===== src/rtl/mult_div_unit.sv =====
// rtl/mult_div_unit.sv - sequential signed Booth multiply / restoring divide over one shared CLA
// Define MULT_DIV_DIVIDE_EN to build the divide datapath and DIV state.

module mult_div_cla #(
  parameter int WIDTH = 32
) (
  input  logic [WIDTH-1:0] a_i,
  input  logic [WIDTH-1:0] b_i,
  input  logic             cin_i,
  output logic [WIDTH-1:0] sum_o,
  output logic             cout_o
);
  localparam int LEVELS = $clog2(WIDTH);

  // Kogge-Stone prefix tree; carry-in is folded into bit 0's generate.
  logic [WIDTH-1:0] g_l [LEVELS+1];
  logic [WIDTH-1:0] p_l [LEVELS+1];

  always_comb begin
    g_l[0] = a_i & b_i;
    p_l[0] = a_i ^ b_i;
    g_l[0][0] = (a_i[0] & b_i[0]) | ((a_i[0] ^ b_i[0]) & cin_i);
    for (int lvl = 0; lvl < LEVELS; lvl++) begin
      g_l[lvl+1] = g_l[lvl];
      p_l[lvl+1] = p_l[lvl];
      for (int i = (1 << lvl); i < WIDTH; i++) begin
        g_l[lvl+1][i] = g_l[lvl][i] | (p_l[lvl][i] & g_l[lvl][i - (1 << lvl)]);
        p_l[lvl+1][i] = p_l[lvl][i] & p_l[lvl][i - (1 << lvl)];
      end
    end
    sum_o  = p_l[0] ^ {g_l[LEVELS][WIDTH-2:0], cin_i};
    cout_o = g_l[LEVELS][WIDTH-1];
  end
endmodule

module mult_div_unit #(
  parameter int WIDTH = 32
) (
  input  logic             clock,
  input  logic             reset,
  input  logic [WIDTH-1:0] data_operandA,
  input  logic [WIDTH-1:0] data_operandB,
  input  logic             ctrl_MULT,
  input  logic             ctrl_DIV,
  output logic [WIDTH-1:0] data_result,
  output logic             data_exception,
  output logic             data_resultRDY,
  output logic             busy
);
  localparam int CW = $clog2(WIDTH) + 1;
  localparam int PW = 2 * WIDTH + 1;

`ifdef MULT_DIV_DIVIDE_EN
  typedef enum logic [1:0] {S_IDLE, S_MULT, S_DIV, S_DONE} state_t;
`else
  typedef enum logic [1:0] {S_IDLE, S_MULT, S_DONE} state_t;
`endif

  state_t           state_q, state_d;
  logic [CW-1:0]    cnt_q, cnt_d;
  logic [PW-1:0]    prod_q, prod_d;
  logic [WIDTH-1:0] opnd_q, opnd_d;
  logic [WIDTH-1:0] result_q, result_d;
  logic             exc_q, exc_d;
`ifdef MULT_DIV_DIVIDE_EN
  logic             a_neg_q, a_neg_d, b_neg_q, b_neg_d;
  logic             keep;
`endif
  logic [WIDTH-1:0] add_a, add_b, add_sum;
  logic             add_cin, add_cout;
  logic [WIDTH:0]   upper_ext;
  logic             start_mult, start_div, cnt_done;

  assign start_mult = ctrl_MULT;
  assign start_div  = ctrl_DIV & ~ctrl_MULT;
  assign cnt_done   = (cnt_q == CW'(WIDTH));

  mult_div_cla #(.WIDTH(WIDTH)) u_cla (
    .a_i    (add_a),
    .b_i    (add_b),
    .cin_i  (add_cin),
    .sum_o  (add_sum),
    .cout_o (add_cout)
  );

  always_ff @(posedge clock) begin
    if (reset) begin
      state_q  <= S_IDLE;
      cnt_q    <= '0;
      prod_q   <= '0;
      opnd_q   <= '0;
      result_q <= '0;
      exc_q    <= 1'b0;
`ifdef MULT_DIV_DIVIDE_EN
      a_neg_q  <= 1'b0;
      b_neg_q  <= 1'b0;
`endif
    end else begin
      state_q  <= state_d;
      cnt_q    <= cnt_d;
      prod_q   <= prod_d;
      opnd_q   <= opnd_d;
      result_q <= result_d;
      exc_q    <= exc_d;
`ifdef MULT_DIV_DIVIDE_EN
      a_neg_q  <= a_neg_d;
      b_neg_q  <= b_neg_d;
`endif
    end
  end

  always_comb begin
    state_d = state_q;
    if (start_mult) begin
      state_d = S_MULT;
    end else if (start_div) begin
`ifdef MULT_DIV_DIVIDE_EN
      state_d = S_DIV;
`else
      state_d = S_DONE;
`endif
    end else begin
      case (state_q)
        S_MULT:  if (cnt_done) state_d = S_DONE;
`ifdef MULT_DIV_DIVIDE_EN
        S_DIV:   if (cnt_done) state_d = S_DONE;
`endif
        S_DONE:  state_d = S_IDLE;
        default: state_d = state_q;
      endcase
    end
  end

  always_comb begin
    busy           = (state_q != S_IDLE);
    data_resultRDY = (state_q == S_DONE);
    data_result    = result_q;
    data_exception = exc_q;
  end

  // Datapath: a start aborts whatever is running, so the adder is free that cycle.
  always_comb begin
    add_a     = '0;
    add_b     = '0;
    add_cin   = 1'b0;
    cnt_d     = cnt_q;
    prod_d    = prod_q;
    opnd_d    = opnd_q;
    result_d  = result_q;
    exc_d     = exc_q;
    upper_ext = {prod_q[PW-1], prod_q[PW-1:WIDTH+1]};
`ifdef MULT_DIV_DIVIDE_EN
    a_neg_d   = a_neg_q;
    b_neg_d   = b_neg_q;
    keep      = 1'b0;
`endif
    if (start_mult) begin
      cnt_d  = '0;
      opnd_d = data_operandA;
      prod_d = {{WIDTH{1'b0}}, data_operandB, 1'b0};
    end else if (start_div) begin
      cnt_d = '0;
`ifdef MULT_DIV_DIVIDE_EN
      add_b   = ~data_operandA;
      add_cin = 1'b1;
      opnd_d  = data_operandB;
      a_neg_d = data_operandA[WIDTH-1];
      b_neg_d = data_operandB[WIDTH-1];
      prod_d  = {{WIDTH{1'b0}}, (data_operandA[WIDTH-1] ? add_sum : data_operandA), 1'b0};
`else
      result_d = '0;
      exc_d    = 1'b1;
`endif
    end else if (state_q == S_MULT) begin
      if (!cnt_done) begin
        add_a   = prod_q[PW-1:WIDTH+1];
        add_b   = prod_q[1] ? ~opnd_q : opnd_q;
        add_cin = prod_q[1];
        // Shift in the true sign of the (WIDTH+1)-bit sum so a most-negative multiplicand stays exact.
        if (prod_q[1] != prod_q[0])
          upper_ext = {add_a[WIDTH-1] ^ add_b[WIDTH-1] ^ add_cout, add_sum};
        prod_d = {upper_ext, prod_q[WIDTH:1]};
        cnt_d  = cnt_q + CW'(1);
      end else begin
        result_d = prod_q[WIDTH:1];
        exc_d    = (prod_q[PW-1:WIDTH+1] != {WIDTH{prod_q[WIDTH]}});
      end
    end
`ifdef MULT_DIV_DIVIDE_EN
    else if (state_q == S_DIV) begin
      if (!cnt_done) begin
        // Adding 2^W-|B| covers both divisor signs; carry-out or the shifted-out bit means no borrow.
        add_a   = {prod_q[PW-2:WIDTH+1], prod_q[WIDTH]};
        add_b   = b_neg_q ? opnd_q : ~opnd_q;
        add_cin = ~b_neg_q;
        keep    = prod_q[PW-1] | add_cout;
        prod_d  = {(keep ? add_sum : add_a), prod_q[WIDTH-1:1], keep, 1'b0};
        cnt_d   = cnt_q + CW'(1);
      end else begin
        add_b   = ~prod_q[WIDTH:1];
        add_cin = 1'b1;
        if (opnd_q == '0) begin
          result_d = '0;
          exc_d    = 1'b1;
        end else begin
          result_d = (a_neg_q ^ b_neg_q) ? add_sum : prod_q[WIDTH:1];
          exc_d    = prod_q[WIDTH] & ~(a_neg_q ^ b_neg_q);
        end
      end
    end
`endif
  end
endmodule


===== config.mk =====
export PLATFORM = sky130hd
export DESIGN_NAME = mult_div_unit
export DESIGN_NICKNAME = d
export VERILOG_FILES = /design/src/rtl/mult_div_unit.sv
export SDC_FILE = /design/constraint.sdc
export NUM_CORES = 1
export LEC_CHECK = 0
export CAP_MARGIN = 30
export CORE_MARGIN = 10
export CORE_UTILIZATION = 45
export CTS_BUF_LIST = sky130_fd_sc_hd__clkbuf_4 sky130_fd_sc_hd__clkbuf_8
export CTS_CLUSTER_DIAMETER = 100
export DETAILED_ROUTE_END_ITERATION = 6
export GPL_TIMING_DRIVEN = 0
export PLACE_DENSITY = 0.72
export SLEW_MARGIN = 40
export SYNTH_ARGS = -nofsm -noshare
export SYNTH_HDL_FRONTEND = slang
export SYNTH_SLANG_ARGS = --single-unit

===== constraint.sdc =====
create_clock -name clock -period 4.2 [get_ports clock]
set_clock_uncertainty 0.1 [all_clocks]
set_input_delay 0.63 -clock clock [delete_from_list [all_inputs] [get_ports clock]]
set_output_delay 0.63 -clock clock [all_outputs]
set_load 0.005 [all_outputs]

=== Word-level counts from Yosys, hierarchy flattened ===
Index checks and enable logic that the tools add are counted.

* Flip-flop bits (word level): 138
* Input port bits: 68
* Output and inout bits: 35

* Add/sub/neg operators: 1
* Equal/unequal tests: 9
* Muxes and demuxes: 28
* Bitwise gates (word level): 370
* Reductions and logical operators: 15

{| class="wikitable"
|+ Operator list
! cell !! number
|-
| 32-bit two-way mux || 13
|-
| 1-bit bitwise AND || 230
|-
| 33-bit two-way mux || 4
|-
| 1-bit bitwise OR || 130
|-
| 32-bit bitwise XOR || 2
|-
| 32-bit bitwise AND || 1
|-
| 32-bit != test || 1
|-
| 32-bit NOT || 1
|-
| 3-bit AND reduction || 3
|-
| 1-bit two-way mux || 8
|-
| 2-bit nonzero test || 4
|-
| 6-bit by 1-bit adder with 6-bit output (second input constant) || 1
|-
| 6-bit equality test (second input constant) || 1
|-
| 2-bit AND reduction || 3
|-
| 2-bit two-way mux || 2
|-
| 2-bit != test (second input constant) || 2
|-
| 4-bit != test (second input constant) || 1
|-
| 2-bit case mux with 2 select lines || 1
|-
| 4-bit AND reduction || 1
|-
| 4-bit nonzero test || 1
|-
| 3-bit != test (second input constant) || 1
|-
| 1-bit NOT || 3
|-
| 3-bit nonzero test || 1
|-
| 3-bit OR reduction || 1
|-
| 5 further kinds || 7
|}

=== Longest topological paths before layout ===
Gate-level depths: netlist (run 1).

* Word-level depth: 23
* Mapped depth: 21
* Mapped depth without buffers: 19

=== By module ===
Synthesis (run 1) repeated with hierarchy kept, for this count alone.

* Cell total of the unflattened synthesis: 967
* Area total of the unflattened synthesis: 8305.5 µm²

{| class="wikitable"
|+ By module, submodules not included
! module !! instances !! cells an instance !! area an instance (µm²) !! sequential area each (µm²)
|-
| mult_div_unit || 1 || 708 || 6391.1 || 2762.6
|-
| mult_div_cla || 1 || 259 || 1914.3 || 0.0
|}

=== Least setup slack after synthesis (run 1) ===
Ideal clock, no wire load.

* Path type: register to register
* From: register cnt_q[0]
* To: register prod_q[58]
* Library setup time: 0.124 ns
* Data arrival time: 4.020 ns
* Data required time: 3.976 ns
* Slack: -0.044 ns
* Cell stages (with the launch flop): 22
* Path buffers: 2
* Period minus slack after synthesis: 4.244 ns
* Cell sequence: dfxtp_1 -> inv_1 -> ha_1 -> and4b_1 -> nor3b_2 -> and2_1 -> buf_2 -> and2b_1 -> clkbuf_1 -> and2_1 -> fa_1 -> inv_1 -> fa_1 -> nand2b_1 -> a21oi_1 -> o21a_2 -> o21ai_2 -> a21oi_1 -> nor2_1 -> o31ai_1 -> xnor2_1 -> o21ai_0

* Cells in the longest elaborated chain, start to end: 17
* Elaborated cells on any way between the ends: 95

{| class="wikitable"
|+ Ends and longest elaborated chain
! element !! RTL line !! source
|-
| start, declared || 60 || <nowiki>logic [CW-1:0] cnt_q, cnt_d;</nowiki>
|-
| start signal, assigned || 100 || <nowiki>cnt_q <= cnt_d;</nowiki>
|-
| 6-bit equality test (*) || 76 || <nowiki>assign cnt_done = (cnt_q == CW'(WIDTH));</nowiki>
|-
| 32-bit two-way mux || 175 || <nowiki>if (!cnt_done) begin</nowiki>
|-
| 32-bit two-way mux || 174 || <nowiki>end else if (state_q == S_MULT) begin</nowiki>
|-
| 32-bit two-way mux || 161 || <nowiki>end else if (start_div) begin</nowiki>
|-
| 32-bit two-way mux || 157 || <nowiki>if (start_mult) begin</nowiki>
|-
| 32-bit bitwise XOR / 32-bit bitwise AND (equally long branches) || 21, 20 ||
|-
| 1-bit bitwise AND || 27 || <nowiki>g_l[lvl+1][i] = g_l[lvl][i] | (p_l[lvl][i] & g_l[lvl][i - (1 << lvl)]);</nowiki>
|-
| 1-bit bitwise OR || 27 ||
|-
| 1-bit bitwise AND || 27 ||
|-
| 1-bit bitwise OR || 27 ||
|-
| 1-bit bitwise AND || 27 ||
|-
| 1-bit bitwise OR || 27 ||
|-
| 1-bit bitwise AND / 1-bit bitwise OR (equally long branches) || 27 ||
|-
| 1-bit bitwise OR / 1-bit bitwise AND (equally long branches) || 27 ||
|-
| 1-bit bitwise OR || 27 ||
|-
| 32-bit bitwise XOR || 31 || <nowiki>sum_o = p_l[0] ^ {g_l[LEVELS][WIDTH-2:0], cin_i};</nowiki>
|-
| 32-bit two-way mux || 180 || <nowiki>if (prod_q[1] != prod_q[0])</nowiki>
|-
| end signal, assigned || 101 || <nowiki>prod_q <= prod_d;</nowiki>
|-
| end, declared || 61 || <nowiki>logic [PW-1:0] prod_q, prod_d;</nowiki>
|}

Mark *: on every way between the ends. The rest lies on a longest branch, timed or not.
A chain may end at the register's enable or synchronous reset.

=== Final worst setup path (run 1) ===
* From: register cnt_q[1]
* To: register prod_q[64]

* Cells in the longest elaborated chain, start to end: 19
* Elaborated cells on any way between the ends: 110

{| class="wikitable"
|+ Ends and longest elaborated chain
! element !! RTL line !! source
|-
| 6-bit equality test (*) || 76 ||
|-
| 32-bit two-way mux || 175 ||
|-
| 32-bit two-way mux || 174 ||
|-
| 32-bit two-way mux || 161 ||
|-
| 32-bit two-way mux || 157 ||
|-
| 1-bit bitwise XOR || 22 || <nowiki>g_l[0][0] = (a_i[0] & b_i[0]) | ((a_i[0] ^ b_i[0]) & cin_i);</nowiki>
|-
| 1-bit bitwise AND || 22 ||
|-
| 1-bit bitwise OR || 22 ||
|-
| (+3 left out) || -- ||
|-
| 1-bit bitwise OR || 27 ||
|-
| 1-bit bitwise AND || 27 ||
|-
| 1-bit bitwise OR || 27 ||
|-
| 1-bit bitwise AND || 27 ||
|-
| 1-bit bitwise OR || 27 ||
|-
| 1-bit bitwise AND || 27 ||
|-
| 1-bit bitwise OR || 27 ||
|-
| 1-bit bitwise XOR || 181 || <nowiki>upper_ext = {add_a[WIDTH-1] ^ add_b[WIDTH-1] ^ add_cout, add_sum};</nowiki>
|}

Marks and branches as above.

==> reports/qor.txt, run 1 <==
========================================================================================
Xor/xnor share of the synthesized area                                            7.274%
Kind of capture point of the worst setup path                                   register
DRC violation count after routing                                                      0
List of most frequent post-synthesis cells                                  nor2_1 (206), dfxtp_1 (138), a21oi_1 (93)
Average instance area after synthesis                                          7.860 µm²
Cell at the slowest stage of the critical path                                    or4b_4
Result of the run                                                           finished clean
Average wire per standard cell                                                  16.08 µm
Final worst-path cycle share                                                      97.51%
Pre-CTS WS                                                                    -0.9462 ns
Total number of H-tree levels                                                          4
Max cap viols                                                                          0
Die ar.                                                                        23370 µm²
Die span in x                                                                   152.9 µm
Fillers                                                                             1567
Nets                                                                                1250
CTS tree                                                                             yes
GRT busiest layer                                                                   met2
Top-area cell type share of the netlist area                                      34.77%
Largest net degree at the start of global routing                                     17
Relative slew slack                                                               46.83%
Number of buffers and inverters on the critical path                                   3
Congestion Overflow GR                                                                 0
Worst min-delay path startpoint                                             data_exception
Critical path cell sequence                                                 inv_2 > ha_4 > and4b_2 > nor3b_4 > and2_4 > and2b_2 > buf_8 > and2_4 > fa_2 > inv_2 > fa_2 > nand2b_4 > a21oi_4 > o21a_4 > o21ai_4 > or4b_4 > nand4_1 > and3_1 > nor2_2 > mux2i_1
Core area                                                                      17300 µm²
Post-synth design cell area                                                     7946 µm²
FP Rows                                                                               48
Average vias per placed instance                                                   5.429
Number of optimization iterations in the first detailed-route pass                     5
Root buffer cell                                                                clkbuf_8
Final RePlAce weighted congestion                                                 0.8887
Wire length of the first global-routing pass                                    35.06 mm
M3 GR Usage                                                                       4.405%
Simple logic cell fraction of the synthesized area                                21.16%
Final Hold Viols                                                                       0
Dpl hpwl                                                                        16.00 mm
Most area-consuming cells after synthesis                                   dfxtp_1 (35%), nor2_1 (9.7%), mux2i_1 (8.2%)
Data required time of the worst path                                             4.46 ns
Proportion of layout cells with a drive suffix above 1                            9.483%
Iteration-0 DRC Markers                                                              601
Hold WS                                                                        0.3795 ns
Clock transition at the registers of the reported paths                          0.09 ns
Clock Path Buffers                                                                     2
Effective utilization at floorplan                                                45.94%
Total of flip-flops plus latches after synthesis                                     138
Reg-to-reg critical path startpoint                                             cnt_q[1]
Multiplexer fraction of the synthesized cell area                                 8.188%
Setup repair after global routing missed its margin                                 true
CP Max Fanout                                                                          6
Overall power consumption                                                       2.926 mW
Worst-case vdd ir drop                                                       0.0001980 V
Adder-cell share of the synthesized area                                          5.700%
Pins Over Slew Limit                                                                   0
Post-synth net total                                                                1114
Category of cells accounting for the largest share of critical-path delay   simple AND/OR/NAND/NOR gates
Sequential fraction of the synthesis area                                         34.77%
Number of warnings reported in the yosys synthesis log                                 0
Most used flip-flop cell after synthesis                                         dfxtp_1
Power density over the cells                                                292.5 nW/µm²
Cts bufs inserted                                                                     17
Area fraction in compound gates after synthesis                                   18.80%
Clock latency at the later pin of the worst-skew pair                            0.47 ns
Wire length reported by the detailed router                                     22.29 mm
Library cell occupying the most area in the post-synthesis netlist               dfxtp_1
Post-synthesis to final-layout area growth                                        25.87%
Slew at the pin with the worst max-slew slack                                  0.7948 ns
Hold/Removal Path Class                                                          reg2reg
Total routing usage reported by global routing                                    17.86%
Minimum clock period after layout                                               4.096 ns
Antenna violations before repair                                                       1
Final setup viols                                                                      0
Clock sinks                                                                          138
Max Clk Rate                                                                   244.2 MHz
WP data arrival                                                                  4.36 ns
Worst Setup Slack, final                                                       0.1045 ns
M1 GR Usage                                                                       23.26%
Library cells used by synthesis                                                       56
# IOs                                                                                103
Most used standard cell by instance count after synthesis                         nor2_1
Global routing usage on met2                                                      28.26%
Cell leakage power                                                              3.855 nW
Largest stage delay, worst path                                                  0.53 ns
Largest family of logic cells by synthesized area                           simple AND/OR/NAND/NOR gates
Via count of the first global-routing pass                                          6944
Setup crit start                                                                cnt_q[1]
Antenna-violating nets left                                                            0
Die span in y                                                                   152.9 µm
Number of buffers added on ports                                                     102
Worst Setup Path Type                                                            reg2reg
Synthesized instance count                                                          1011
Type of element launching the critical path                                     register
Vias after detailed routing                                                         7525
Number of enable flip-flop cells after synthesis                                       0
Share of async-settable or async-resettable flops after synthesis                     0%
========================================================================================
==> cell usage in the layout (no fill, tap or decap), drive strengths merged, types with 3 or more instances in the layout <==
cell	Yosys	routed
nor2	206	206
inv	19	30
a21oi	93	93
or2	3	3
ha	33	33
o31ai	5	5
clkdlybuf4s50	0	102
or3	3	3
dfxtp	138	138
a31oi	12	12
o21a	4	4
nand3	18	18
nor3	14	14
o21ai	45	45
nor4	8	8
and2	33	33
nand2	69	69
xnor2	51	51
nand2b	6	6
clkbuf	52	68
a311oi	8	8
o211ai	5	5
o21bai	4	4
a22oi	32	32
nand4	14	14
buf	13	31
mux2i	65	65
a211oi	6	6
nor2b	3	3
xor2	15	15
a21o	10	10
==> cells by family after synthesis <==
kind of cell,count (synthesis)
AOI/OAI and AO/OA,241
xor gates and xnor gates,66
adders and majority gates,35
buffers and inverters,84
DFF,138
muxes,65
and+or+nand+nor,382
==> power by group <==
group          internal (mW)  leakage, nW  switching [mW]
Sequential              1.36         1.13          0.0420
Clock                  0.529        0.207           0.608
Combinational          0.186         2.52           0.201
==> worst register-to-register path: stages, from the launching register on <==
cell and delay [ns]:
dfxtp_2 0.34, inv_2 0.06, ha_4 0.12, and4b_2 0.27, nor3b_4 0.06, and2_4 0.16, and2b_2 0.25, buf_8 0.13
and2_4 0.15, fa_2 0.40, inv_2 0.06, fa_2 0.20, nand2b_4 0.14, a21oi_4 0.07, o21a_4 0.25, o21ai_4 0.18
or4b_4 0.53, nand4_1 0.16, and3_1 0.19, nor2_2 0.05, mux2i_1 0.10
==> timing repair <==
action / CTS / global route
setup endpoints to repair: 28 / 19
hold buffers: 0 / 0
pin swaps: 7 / 17
gates resized for setup: 35 / 31
buffers inserted: 6 / 10
==> final timing paths <==
path | to | slack (ns) | depth (start not counted)
setup / recovery | prod_q[64] | 0.10 | 20
hold / removal | data_exception | 0.38 | 2
setup reg to reg | prod_q[64] | 0.10 | 20
hold reg to reg | data_exception | 0.38 | 2
==> state kept, by name, summed over array words and instances, names as in the netlist <==
signal / count
data_result: 32
data_exception: 1
prod_q: 65
state_q: 2
cnt_q: 6
opnd_q: 32
==> routing by layer <==
layer | part of all wire, % | wire length (µm)
met3 | 5.8 | 1294
met4 | 1.9 | 419
met5 | 0 | 0
met1 | 46 | 10200
met2 | 47 | 10370
==> metrics by stage <==
stage,util [%],setup TNS [ns],cell area (µm²),cells
after floorplan,-,0,7953,1011
after global placement,53.51,-17.03,9255,1338
after detailed placement,53.51,-18.48,9255,1338
after CTS,56.87,0,9837,1376
after global routing,57.83,-0.02764,10000,1386
final,57.83,0,10000,1386
==> layout make-up <==
cell class	count	area, µm²	share of cell area, %
multi-input cells	789	5044	50.43
flip-flops and latches	138	2765	27.65
repair buffers	118	1141	11.41
plain buffers	64	291.5	2.915
well taps	225	281.5	2.815
clock buffers	19	261.5	2.614
clock inverters	13	143.9	1.439
inverters	19	71.32	0.7130
diodes	1	2.502	0.02502
Note: power is estimated with default switching activity, not from simulation.
==> run 2: changes to the inputs <==
--- a/config.mk
+++ b/config.mk
@@ -6,7 +6,6 @@
 export NUM_CORES = 1
 export LEC_CHECK = 0
 export CAP_MARGIN = 30
-export CORE_MARGIN = 10
 export CORE_UTILIZATION = 45
 export CTS_BUF_LIST = sky130_fd_sc_hd__clkbuf_4 sky130_fd_sc_hd__clkbuf_8
 export CTS_CLUSTER_DIAMETER = 100
==> reports/qor.txt, run 2 (same netlist as run 1, synthesis figures left out) <==
=================================================================================
Die span in y                                                            134.9 µm
Antenna-violating nets left                                                     0
Share of total power in sequential cells                                    48.4%
DRC violation count after routing                                               0
Relative slew slack                                                        46.48%
# IOs                                                                         103
Number of optimization iterations in the first detailed-route pass              5
Final setup viols                                                               0
Number of cells on the worst reg-to-reg path                                   20
Kind of capture point of the worst setup path                            register
Hold/Removal Path Class                                                   reg2reg
Switching part of the total                                                31.04%
Cts bufs inserted                                                              17
Via count of the first global-routing pass                                   6754
Part of the power in the clock network                                      38.3%
Type of element launching the critical path                              register
Slew at the pin with the worst max-slew slack                           0.8028 ns
Final Core Density                                                         57.50%
Finished layout cell area                                                9946 µm²
Clock Path Buffers                                                              2
CTS tree                                                                      yes
Reg-to-reg critical path startpoint                                      cnt_q[1]
Clock latency at the later pin of the worst-skew pair                     0.48 ns
Average vias per placed instance                                            5.463
Final Hold Viols                                                                0
Most common cell after layout, fill and taps aside                         nor2_1
Comb power frac                                                             13.3%
Die ar.                                                                 18190 µm²
Cell leakage power                                                       3.829 nW
FP Rows                                                                        48
Proportion of layout cells with a drive suffix above 1                     9.075%
WP data arrival                                                           4.48 ns
Antenna cell count                                                              0
Minimum clock period after layout                                        4.169 ns
Iteration-0 DRC Markers                                                       499
Worst reg2reg setup slack                                                 0.03 ns
Final worst-path cycle share                                               99.26%
Register containing the most flip-flops in the final layout                prod_q
Total number of H-tree levels                                                   4
Setup repair after global routing missed its margin                          true
CP Max Fanout                                                                   6
Worst-case vdd ir drop                                                0.0002104 V
Clock transition at the registers of the reported paths                   0.09 ns
Critical path cell sequence                                          inv_2 > ha_2 > and4b_2 > nor3b_4 > and2_4 > and2b_2 > buf_8 > and2_4 > fa_2 > inv_2 > fa_2 > nand2b_4 > a21oi_4 > o21a_4 > o21ai_4 > or4b_4 > a31oi_4 > xnor2_2 > nand2_1 > a21oi_1
Wire length of the first global-routing pass                             33.76 mm
Multi-input gate area in the final layout                                5014 µm²
Wire length reported by the detailed router                              21.29 mm
Largest stage delay, worst path                                           0.53 ns
Final RePlAce weighted congestion                                          0.8640
Average wire per standard cell                                           15.40 µm
Placement-stage cell area                                                9255 µm²
Antenna violations before repair                                                0
Post-synthesis to final-layout area growth                                 25.16%
TNS Setup                                                                    0 ns
Clock sinks                                                                   138
Vias after detailed routing                                                  7550
Dpl hpwl                                                                 15.08 mm
Pint                                                                     1.999 mW
Max cap viols                                                                   0
Switching power total                                                    899.8 µW
Nets                                                                         1247
Die span in x                                                            134.9 µm
Fillers                                                                      1593
Pins Over Slew Limit                                                            0
Worst Setup Slack, final                                               0.03087 ns
Data required time of the worst path                                      4.51 ns
Congestion Overflow GR                                                          0
Max Clk Rate                                                            239.9 MHz
Power density over the cells                                         291.5 nW/µm²
Effective utilization at floorplan                                         45.94%
Leading cell types in the layout, fill and taps excluded             nor2_1 (204), dfxtp_1 (135), clkdlybuf4s50_1 (102)
Capture point of the worst path                                        prod_q[60]
FF-to-FF End                                                           prod_q[60]
Setup crit start                                                         cnt_q[1]
Storage cell area                                                        2766 µm²
Result of the run                                                    finished clean
Root buffer cell                                                         clkbuf_8
Number of buffers added on ports                                              102
Hold WS                                                                 0.3740 ns
Cell at the slowest stage of the critical path                             or4b_4
Core area                                                               17300 µm²
Largest net degree at the start of global routing                              18
Pre-CTS WS                                                             -0.8783 ns
Worst Setup Path Type                                                     reg2reg
Total routing usage reported by global routing                             23.43%
Flip-flop count of the largest register after layout                           65
=================================================================================
-- run 2: worst max-delay path: cells and delay by family (launching register included) --
| family | cells | cell delay (ns) |
|---|---|---|
| AO/OA/AOI/OAI | 5 | 0.88 |
| XOR/XNOR | 1 | 0.13 |
| adder cells (fa/ha/maj) | 3 | 0.75 |
| buffers and inverters | 3 | 0.26 |
| flip-flops | 1 | 0.34 |
| AND/OR/NAND/NOR | 8 | 1.63 |
-- run 2: layer usage --
metal / up-vias / global-route usage, % / wire length, µm
met1: 3502 / 32.00 / 10050
met2: 234 / 36.91 / 9736
met4: 0 / 7.428 / 404
met3: 32 / 4.767 / 1094
met5: - / 0 / 0
li1: 3782 / - / -
-- run 2: through the flow --
step / power (mW) / instances
finish: 2.899 / 1382
global placement: 1.800 / 1338
floorplan: 1.652 / 1011
CTS: 2.912 / 1375
global route: 3.009 / 1382
detailed placement: 1.806 / 1338
-- run 2: power by group through the flow --
stage | Combinational, mW | Clock (mW) | Sequential [mW]
floorplan | 0.231 | 0 | 1.42
global placement | 0.369 | 0 | 1.43
detailed placement | 0.374 | 0 | 1.43
CTS | 0.382 | 1.13 | 1.40
global route | 0.421 | 1.18 | 1.41
finish | 0.385 | 1.11 | 1.40
-- run 2: how the worst min path moves through the flow --
stage	from	endpoint	cells after the start	slack, ns
floorplan	cnt_q[5]	cnt_q[5]	2	0.35
global placement	data_exception	data_exception	2	0.36
detailed placement	data_exception	data_exception	2	0.37
CTS	data_exception	data_exception	2	0.38
global route	data_exception	data_exception	2	0.41
finish	data_exception	data_exception	2	0.37
-- run 2: what timing repair did --
item	4_1_cts	5_1_grt
hold buffers	0	0
endpoints found under the setup margin	28	19
gates resized for setup	34	26
buffers inserted	5	8
pin swaps	9	17
cloned	0	0
-- run 2: final cells by class --
cell class,instances,area share (%)
buffer,64,2.931
clock inverter,15,1.698
clock buffer,17,2.352
timing repair buffer,115,11.25
sequential,138,27.81
tap,225,2.831
multi-input combinational,789,50.41
inverter,19,0.7171
==> run 3: changes to the inputs <==
--- a/config.mk
+++ b/config.mk
@@ -9,6 +9,7 @@
 export CORE_UTILIZATION = 45
 export CTS_BUF_LIST = sky130_fd_sc_hd__clkbuf_4 sky130_fd_sc_hd__clkbuf_8
 export CTS_CLUSTER_DIAMETER = 100
+export CTS_CLUSTER_SIZE = 40
 export DETAILED_ROUTE_END_ITERATION = 6
 export GPL_TIMING_DRIVEN = 0
 export PLACE_DENSITY = 0.72
==> results of run 3 <==
The final DEF is identical to that of run 2; final timing and power are the same.
